## src/rtl/regjistrat_8x16_pkg.sv

```systemverilog
// Shared constants for the 8x16 operand register file: default widths,
// the hardwired-zero register index and symbolic register names.
package regjistrat_8x16_pkg;

    localparam int DATA_W_DEF = 16;
    localparam int ADDR_W_DEF = 3;

    localparam int REG_ZERO = 0;

    localparam logic [ADDR_W_DEF-1:0] R0 = 3'd0;
    localparam logic [ADDR_W_DEF-1:0] R1 = 3'd1;
    localparam logic [ADDR_W_DEF-1:0] R2 = 3'd2;
    localparam logic [ADDR_W_DEF-1:0] R3 = 3'd3;
    localparam logic [ADDR_W_DEF-1:0] R4 = 3'd4;
    localparam logic [ADDR_W_DEF-1:0] R5 = 3'd5;
    localparam logic [ADDR_W_DEF-1:0] R6 = 3'd6;
    localparam logic [ADDR_W_DEF-1:0] R7 = 3'd7;

    typedef logic [DATA_W_DEF-1:0] word_t;

endpackage

```

## src/rtl/regjistrat_lexo.sv

```systemverilog
// One combinational read port: register select, optional write-data bypass,
// and forced zero for R0 and while reset is asserted.
module regjistrat_lexo
    import regjistrat_8x16_pkg::*;
#(
    parameter int DATA_W = DATA_W_DEF,
    parameter int ADDR_W = ADDR_W_DEF,
    parameter int BYPASS = 1
) (
    input  logic                                 Reset_n,
    input  logic [ADDR_W-1:0]                    addr,
    input  logic [(2**ADDR_W)-1:0][DATA_W-1:0]   regs,
    input  logic                                 wr_en,
    input  logic [ADDR_W-1:0]                    wr_addr,
    input  logic [DATA_W-1:0]                    wr_data,
    output logic [DATA_W-1:0]                    data
);

    always_comb begin
        data = regs[addr];
        if ((BYPASS != 0) && wr_en && (addr == wr_addr)) begin
            data = wr_data;
        end
        // Reset and R0 override everything, including a bypass hit.
        if (!Reset_n || (addr == ADDR_W'(REG_ZERO))) begin
            data = '0;
        end
    end

endmodule

```

## src/rtl/regjistrat_8x16.sv

```systemverilog
// Eight-entry operand register file for the single-cycle datapath:
// one synchronous write port, two combinational read ports, R0 reads as zero.
module regjistrat_8x16
    import regjistrat_8x16_pkg::*;
#(
    parameter int DATA_W = DATA_W_DEF,
    parameter int ADDR_W = ADDR_W_DEF,
    parameter int BYPASS = 1
) (
    input  logic              Clock,
    input  logic              Reset_n,
    input  logic              RegWrite,
    input  logic [ADDR_W-1:0] WriteAddr,
    input  logic [DATA_W-1:0] WriteData,
    input  logic [ADDR_W-1:0] ReadAddr1,
    input  logic [ADDR_W-1:0] ReadAddr2,
    output logic [DATA_W-1:0] ReadData1,
    output logic [DATA_W-1:0] ReadData2
);

    localparam int NREG = 2**ADDR_W;

    logic [DATA_W-1:0]             mem_q [1:NREG-1];
    logic [NREG-1:0][DATA_W-1:0]   regs_view;
    logic                          wr_en;

    // An unknown address makes wr_en unknown, which the if below treats as false.
    assign wr_en = RegWrite && (WriteAddr != ADDR_W'(R0));

    always_ff @(posedge Clock or negedge Reset_n) begin
        if (!Reset_n) begin
            for (int i = 1; i < NREG; i++) begin
                mem_q[i] <= '0;
            end
        end else if (wr_en) begin
            for (int i = 1; i < NREG; i++) begin
                if (WriteAddr == ADDR_W'(i)) begin
                    mem_q[i] <= WriteData;
                end
            end
        end
    end

    always_comb begin
        regs_view = '0;
        for (int i = 1; i < NREG; i++) begin
            regs_view[i] = mem_q[i];
        end
    end

    regjistrat_lexo #(
        .DATA_W (DATA_W),
        .ADDR_W (ADDR_W),
        .BYPASS (BYPASS)
    ) u_lexo1 (
        .Reset_n (Reset_n),
        .addr    (ReadAddr1),
        .regs    (regs_view),
        .wr_en   (wr_en),
        .wr_addr (WriteAddr),
        .wr_data (WriteData),
        .data    (ReadData1)
    );

    regjistrat_lexo #(
        .DATA_W (DATA_W),
        .ADDR_W (ADDR_W),
        .BYPASS (BYPASS)
    ) u_lexo2 (
        .Reset_n (Reset_n),
        .addr    (ReadAddr2),
        .regs    (regs_view),
        .wr_en   (wr_en),
        .wr_addr (WriteAddr),
        .wr_data (WriteData),
        .data    (ReadData2)
    );

endmodule

```

## config.mk

```make
export PLATFORM = sky130hd
export DESIGN_NAME = regjistrat_8x16
export DESIGN_NICKNAME = d
export VERILOG_FILES = /design/src/rtl/regjistrat_8x16_pkg.sv /design/src/rtl/regjistrat_lexo.sv /design/src/rtl/regjistrat_8x16.sv
export SDC_FILE = /design/constraint.sdc
export NUM_CORES = 1
export LEC_CHECK = 0
export CORE_ASPECT_RATIO = 1.4
export CORE_MARGIN = 2
export CORE_UTILIZATION = 45
export DETAILED_ROUTE_END_ITERATION = 10
export GPL_ROUTABILITY_DRIVEN = 1
export PLACE_DENSITY = 0.74
export RECOVER_POWER = 50
export SLEW_MARGIN = 15
export SYNTH_ARGS = -nofsm -noshare
export SYNTH_HDL_FRONTEND = slang
export SYNTH_SLANG_ARGS = --single-unit
```

## constraint.sdc

```tcl
create_clock -name Clock -period 6.5 [get_ports Clock]
set_clock_uncertainty 0.1 [all_clocks]
set_input_delay 1.3 -clock Clock [delete_from_list [all_inputs] [get_ports Clock]]
set_output_delay 1.3 -clock Clock [all_outputs]
set_load 0.02 [all_outputs]
```

Word-level counts from Yosys, hierarchy flattened
Cells that the tools add are included.

Register bits: 112. Input port bits: 28. Output and inout port bits: 32. Logic and storage cells: 42.

Order comparisons: 2. Equality and inequality tests: 9. Muxes and demuxes: 8. Reductions and logical operators: 16.

Operator list (count): $bmux 16 s3 (2); $mux 16 (6); $reduce_and 2->1 (7); $eq 3x3->1 const B (4); $lt 3x4->1 const B (2); $eq 3x2->1 const B (2); $eq 3x3->1 (2); $logic_not 3->1 (2); $eq 3x1->1 const B (1); $logic_and 1x1->1 (3); $reduce_bool 3->1 (1); $logic_or 1x1->1 (2); $logic_not 1->1 (1).

Longest topological paths before layout
Gate-level depths: netlist of run 1.

Depth after elaboration: 5. Gate-level depth with buffers: 7. Gate-level depth less buffers: 4.

Modules after synthesis
Synthesis of run 1 repeated with hierarchy kept, for this count alone.

Cells, all modules: 445. Area total of the unflattened synthesis: 6980.4 µm².

By module, submodules not included: regjistrat_8x16 (times used 1, cells each 247, area each 4465.5 µm²); regjistrat_lexo (times used 2, cells each 99, area each 1257.5 µm²).

Least setup slack after synthesis of run 1
OpenSTA, ideal clock, no wires.

Path type: input-to-output. Start point: input WriteAddr[2]. End point: output ReadData1[14]. Data arrival time: 2.992 ns. Data required time: 5.100 ns. Slack: 2.108 ns. Cell stages on the path: 6. Buffers on the path: 2. Path through: buf_4 -> or3b_1 -> a211o_1 -> buf_6 -> a21o_4 -> a211oi_1.

Word-level cells in the longest chain between the ends: 5.

Ends and longest elaborated chain: from (decl) (line regjistrat_8x16.sv:13) `input logic [ADDR_W-1:0] WriteAddr,`; $reduce_bool 3->1 (line regjistrat_8x16.sv:28) `assign wr_en = RegWrite && (WriteAddr != ADDR_W'(R0));`; $logic_and 1x1->1 (line regjistrat_8x16.sv:28); $logic_and 1x1->1 (*) (line regjistrat_lexo.sv:21) `if ((BYPASS != 0) && wr_en && (addr == wr_addr)) begin`; $mux 16 (*) (line regjistrat_lexo.sv:21); $mux 16 (*) (line regjistrat_lexo.sv:25) `if (!Reset_n || (addr == ADDR_W'(REG_ZERO))) begin`; to (decl) (line regjistrat_8x16.sv:17) `output logic [DATA_W-1:0] ReadData1,`.

Every way passes the cells marked *; elsewhere a longest branch is shown, timed or not.

Worst setup path after layout of run 1
Start point: input WriteAddr[1]. End point: output ReadData1[0].

The elaborated chain is that of the path after synthesis.

==> flow_metrics.py, run 1 <==
metrics = {
    "clocking": {
        "htree_num_levels": 3,
        "postCtsSetupBuffers": 0,
        "clkSlewWorstSetupHoldPaths_ps": 70,
        "cts_resized": 0,
        "cts_buffers": 9,
        "hold_buffers": 0,
        "clockRootBuffer": "clkbuf_16",
        "cts_tree": "built",
        "clk_path_buf_depth": 2,
        "clkSinkCount": 112,
        "clock_latency_ps": 350,
    },
    "critical_path": {
        "cp-end-kind": "primary output",
        "crit_required_ps": 5100,
        "critical_path_class": "in -> out",
        "worstPathArrival_ps": 4460,
        "worstPathMaxFanout": 17,
        "start_kind": "input port",
        "worstRegToRegCells": 1,
        "ff2ff_setup_slack_ps": 5600,
    },
    "finish": {
        "area_delta_synth_final_pct": 16.0,
        "drive_gt1_frac": 0.389,
        "final_common_cell": "mux2_2",
        "nets": 584,
        "reg.largest.list": "mem_q: 112 flops",
        "largest_register": "mem_q",
        "diodes": 0,
        "seqCellArea_sq_um": 2800,
        "design_area_sq_um": 7670,
        "mostFrequentLayoutCells": "mux2_2, dfrtp_1, a211oi_1, clkdlybuf4s50_1, a21oi_1",
        "fillCellCount": 1243,
        "largest_register_ffs": 112,
        "multi_input_comb_area_sq_um": 3610,
    },
    "timing": {
        "period_needed_ps": 5860,
        "slew_headroom": -1.37,
        "worst_pin_slew_ps": 3550,
        "setup_tns_ps": 0,
        "setup_viol": 0,
        "max_freq_mhz": 171,
        "whs_ps": 426,
        "finalCritPeriodShare": 0.901,
        "rsz0062_at_grt": "false",
        "drv_slew": 65,
        "hold_viol": 0,
    },
    "grt": {
        "grt_use_total": 0.238,
        "gr-total-overflow": 0,
        "grt_pass1_vias": 5059,
        "grt_max_degree": 65,
        "grt_pass1_wl_mm": 28.5,
        "antenna_found_initial": 0,
    },
    "floorplan": {
        "die_y_microns": 148,
        "rows": 52,
        "start_util": 0.458,
        "coreArea_sq_um": 14400,
        "die_w_microns": 107,
        "ioPinCount": 60,
        "dieArea_sq_um": 15700,
    },
    "logic_synthesis": {
        "mappedNetlistArea_sq_um": 6620,
        "syn_inst": 514,
        "synthArstFlopShare": 1.00,
        "ys_ff_latch": 112,
        "synth_edf_count": 0,
        "synth_area_leaders": "dfrtp_1, mux2_2, mux4_2, a211oi_1, a21oi_1",
        "synth_area_leader_cell": "dfrtp_1",
        "yosys.cell_types.count": 37,
        "yosysWarnings": 0,
        "syn_nets": 542,
        "synthFlopType": "dfrtp_1",
        "synth_top_area_frac": 0.423,
        "avgSynthCellArea_sq_um": 12.9,
        "synth-seq-area-share": 0.423,
    },
    "detailed_routing": {
        "num_vias": 4930,
        "drt_iter0_markers": 371,
        "firstDrtPassIters": 4,
        "wl_per_cell_microns": 24.3,
        "drtAntennaViolNets": 0,
        "top_layer_used": "met4",
        "wl_met1_mm": 7.26,
        "drc": 0,
        "routed-wl-met3_mm": 1.52,
        "drt_wl_total_mm": 18.2,
        "vias_per_cell": 6.57,
        "route.met2.wl_mm": 9.00,
    },
    "hold_path": {
        "hold_depth": 1,
        "hold_class": "reg -> reg",
    },
    "place": {
        "routabilityCongestion": 0.842,
        "place_hpwl_mm": 11.7,
        "port_buffers": 59,
        "placed_area_sq_um": 7410,
    },
    "outcome": {
        "failed_checks": "capacitance limit, slew limit",
        "status": "complete, but fails checks",
    },
    "job": {
        "max_cap_violations": 1,
    },
    "power_and_ir_drop": {
        "leakagePower_nw": 2.92,
        "report.power.total_mw": 2.07,
        "power_density_nw_per_um2": 270,
        "vdd_ir_drop_max_uv": 136,
    },
}
stage by stage:
| stage | setup slack, ps | cells | utilization |
|---|---|---|---|
| after detailed placement | 700 | 734 | 0.513 |
| after CTS | 667 | 750 | 0.532 |
| final | 644 | 750 | 0.531 |
| after global routing | 538 | 750 | 0.531 |
| after floorplan | 2110 | 514 | - |
| after global placement | 808 | 734 | 0.513 |
metal layers:
metal | vias to the layer above | global-route usage
met5 | - | 0
met4 | 0 | 0.0844
met3 | 35 | 0.0291
met2 | 261 | 0.390
met1 | 2512 | 0.327
li1 | 2122 | -
worst max-delay path: stages:
cell and delay (ps):
dlygate4sd3_1 740, or3b_1 460, a211o_1 530, a21o_4 430, a211oi_1 310, clkdlybuf4s50_1 680
path summary, 6_finish.rpt:
kind,startpoint,endpoint
max in group asynchronous,Reset_n,mem_q[84]
worst min-delay path,mem_q[8],mem_q[8]
worst min register to register,mem_q[8],mem_q[8]
min in group asynchronous,Reset_n,mem_q[111]
worst max register to register,mem_q[43],mem_q[43]
worst max-delay path,WriteAddr[1],ReadData1[0]
area by class of cell:
class / instances / area share
inverter: 2 / 0.000978
clock inverter: 7 / 0.00587
timing repair buffer: 82 / 0.0978
sequential: 112 / 0.365
multi-input combinational: 349 / 0.470
clock buffer: 9 / 0.0293
tap: 189 / 0.0308
cells in the mapped netlist (2+ instances only):
library cell,instances
clkbuf_1,26
buf_4,2
nor4_1,16
a211oi_2,10
nand4b_1,3
a21oi_1,34
xnor2_1,4
dfrtp_1,112
o31ai_1,2
nor4b_2,2
a221o_1,14
mux2i_1,17
a211oi_1,55
buf_6,2
nand2_1,5
buf_2,19
mux2_2,126
mux4_2,32
buf_1,2
o21ai_0,14
logic make-up after synthesis:
| kind of cell | share of synthesized area |
|---|---|
| buffers and inverters | 0.0370 |
| multiplexers | 0.351 |
| flip-flops | 0.423 |
| AND/OR/NAND/NOR | 0.0354 |
| AO/OA/AOI/OAI | 0.148 |
| XOR/XNOR | 0.00529 |
report_power, final:
part,switching [mW],internal [mW]
Combinational,0.260,0.330
Sequential,0.110,0.851
Clock,0.261,0.260
Total,0.631,1.44
Power figures use the tool's default switching activity.
==> inputs of run 2 (changes only) <==
--- a/config.mk
+++ b/config.mk
@@ -10,6 +10,7 @@
 export CORE_UTILIZATION = 45
 export DETAILED_ROUTE_END_ITERATION = 10
 export GPL_ROUTABILITY_DRIVEN = 1
+export GPL_TIMING_DRIVEN = 0
 export PLACE_DENSITY = 0.74
 export RECOVER_POWER = 50
 export SLEW_MARGIN = 15
==> flow_metrics.py, run 2 (synthesized netlist as in run 1, its figures left out) <==
metrics = {
    "outcome": {
        "status": "finished, final reports clean",
    },
    "grt": {
        "grt_max_degree": 66,
        "grt_use_met1": 0.327,
        "gr-total-overflow": 0,
        "grt_pass1_vias": 5428,
        "top_usage_layer": "met2",
        "antenna_found_initial": 0,
        "grt_pass1_wl_mm": 30.6,
        "use_met2": 0.426,
        "grt_use_total": 0.256,
        "use_met3": 0.0525,
    },
    "clocking": {
        "hold_buffers": 0,
        "clkSinkCount": 112,
        "clockRootBuffer": "clkbuf_16",
        "cts_resized": 0,
        "clkSlewWorstSetupHoldPaths_ps": 70,
        "cts_buffers": 9,
        "postCtsSetupBuffers": 0,
        "clock_latency_ps": 350,
        "htree_num_levels": 3,
        "clk_path_buf_depth": 2,
        "cts_tree": "built",
    },
    "critical_path": {
        "cp-end-kind": "primary output",
        "timing.rr.end": "mem_q[111]",
        "critical_path_class": "in -> out",
        "worstPathMaxFanout": 10,
        "start_kind": "input port",
        "ff2ff_setup_slack_ps": 5600,
        "worstRegToRegCells": 1,
        "worstPathArrival_ps": 4540,
        "crit_required_ps": 5100,
        "crit-reg2reg-launch": "mem_q[111]",
    },
    "place": {
        "routabilityCongestion": 0.939,
        "place_hpwl_mm": 13.4,
        "place_inst": 756,
        "place_ws_ps": 821,
        "port_buffers": 52,
    },
    "finish": {
        "reg.largest.list": "mem_q: 112 flops",
        "diodes": 0,
        "drive_gt1_frac": 0.368,
        "area_delta_synth_final_pct": 16.5,
        "nets": 606,
        "fillCellCount": 1240,
        "largest_register": "mem_q",
        "final_cells": 771,
        "largest_register_ffs": 112,
        "mostFrequentLayoutCells": "mux2_2, dfrtp_1, a211oi_1, clkdlybuf4s50_1, a21oi_1",
        "final_common_cell": "mux2_2",
    },
    "job": {
        "max_cap_violations": 0,
    },
    "hold_path": {
        "hold_depth": 1,
        "min_from": "mem_q[16]",
        "hold_class": "reg -> reg",
        "hold-path-endpoint": "mem_q[16]",
    },
    "timing": {
        "drv_slew": 0,
        "worst_pin_slew_ps": 1120,
        "setup_slack_ps": 561,
        "setup_viol": 0,
        "slew_headroom": 0.246,
        "max_freq_mhz": 168,
        "hold_viol": 0,
        "finalCritPeriodShare": 0.914,
        "rsz0062_at_grt": "false",
        "period_needed_ps": 5940,
    },
    "floorplan": {
        "coreArea_sq_um": 14400,
        "die_y_microns": 148,
        "dieArea_sq_um": 15700,
        "rows": 52,
        "start_util": 0.458,
        "die_w_microns": 107,
        "ioPinCount": 60,
    },
    "detailed_routing": {
        "wl_per_cell_microns": 25.0,
        "drtAntennaViolNets": 0,
        "firstDrtPassIters": 6,
        "vias_per_cell": 6.65,
        "drc": 0,
        "num_vias": 5131,
        "drt_iter0_markers": 464,
        "drt_wl_total_mm": 19.3,
    },
    "power_and_ir_drop": {
        "vdd_ir_drop_max_uv": 128,
        "power_density_nw_per_um2": 278,
        "leakagePower_nw": 2.93,
        "report.power.total_mw": 2.14,
    },
}
## run 2: cell count changes in the layout (fill, tap and decap cells not counted), moves of 2 or more
cell             before  now
clkbuf_1              2   27
buf_4                21    2
buf_2                 3   18
clkdlybuf4s50_1      54   50
clkinv_2              4    0
buf_6                 0    3
buf_1                 0    2
clkinv_4              0    2
inv_6                 2    0
nor4b_2               0    2
nor4b_4               2    0
o31ai_1               0    2
## run 2: worst max-delay path, cell delays in order
cell	delay (ps)
dlygate4sd3_1	570
clkbuf_1	360
nor2_1	100
a21oi_2	410
clkbuf_1	520
nor4_1	110
a211oi_1	460
clkdlybuf4s50_1	700
## run 2: final cells by class
cell class              instances  area (sq um)  area share
plain buffers                  51           236      0.0307
clock buffers                  10           239      0.0310
clock inverters                 5          66.3     0.00860
inverters                       2          7.51    0.000974
multi-input cells             349          3570       0.463
flip-flops and latches        112          2800       0.364
well taps                     189           236      0.0307
repair buffers                 53           549      0.0713
## run 2: where the power goes
| group | leakage, nW | internal (mW) | switching [mW] | total, mW |
|---|---|---|---|---|
| registers | 1.34 | 0.851 | 0.112 | 0.963 |
| logic | 1.44 | 0.328 | 0.268 | 0.597 |
| clock network | 0.147 | 0.312 | 0.271 | 0.583 |
| total | 2.93 | 1.49 | 0.651 | 2.14 |
## run 2: how the worst max path moves through the flow
| stage | from | endpoint | slack, ps | depth (start not counted) |
|---|---|---|---|---|
| final | WriteAddr[1] | ReadData2[5] | 560 | 8 |
| after global routing | WriteAddr[1] | ReadData2[5] | 480 | 8 |
| after CTS | ReadAddr1[1] | ReadData1[14] | 820 | 8 |
| after floorplan | WriteAddr[2] | ReadData1[14] | 2110 | 6 |
| after global placement | Reset_n | ReadData2[4] | -3020 | 5 |
| after detailed placement | ReadAddr1[1] | ReadData1[14] | 820 | 8 |
## run 2: through the flow
stage | TNS (ps) | area (sq um) | hold slack [ps] | utilization
4_1_cts | 0 | 7710 | 428 | 0.534
6_report | 0 | 7710 | 426 | 0.534
2_1_floorplan | 0 | 6620 | 381 | -
3_5_place_dp | 0 | 7400 | 412 | 0.513
3_3_place_gp | -99280 | 7380 | 397 | 0.511
5_1_grt | 0 | 7710 | 445 | 0.534
## run 2: per-layer routing
layer	part of all wire	wire length [microns]
met5	0	0
met4	0.038	726
met3	0.077	1490
met2	0.50	9590
met1	0.39	7450
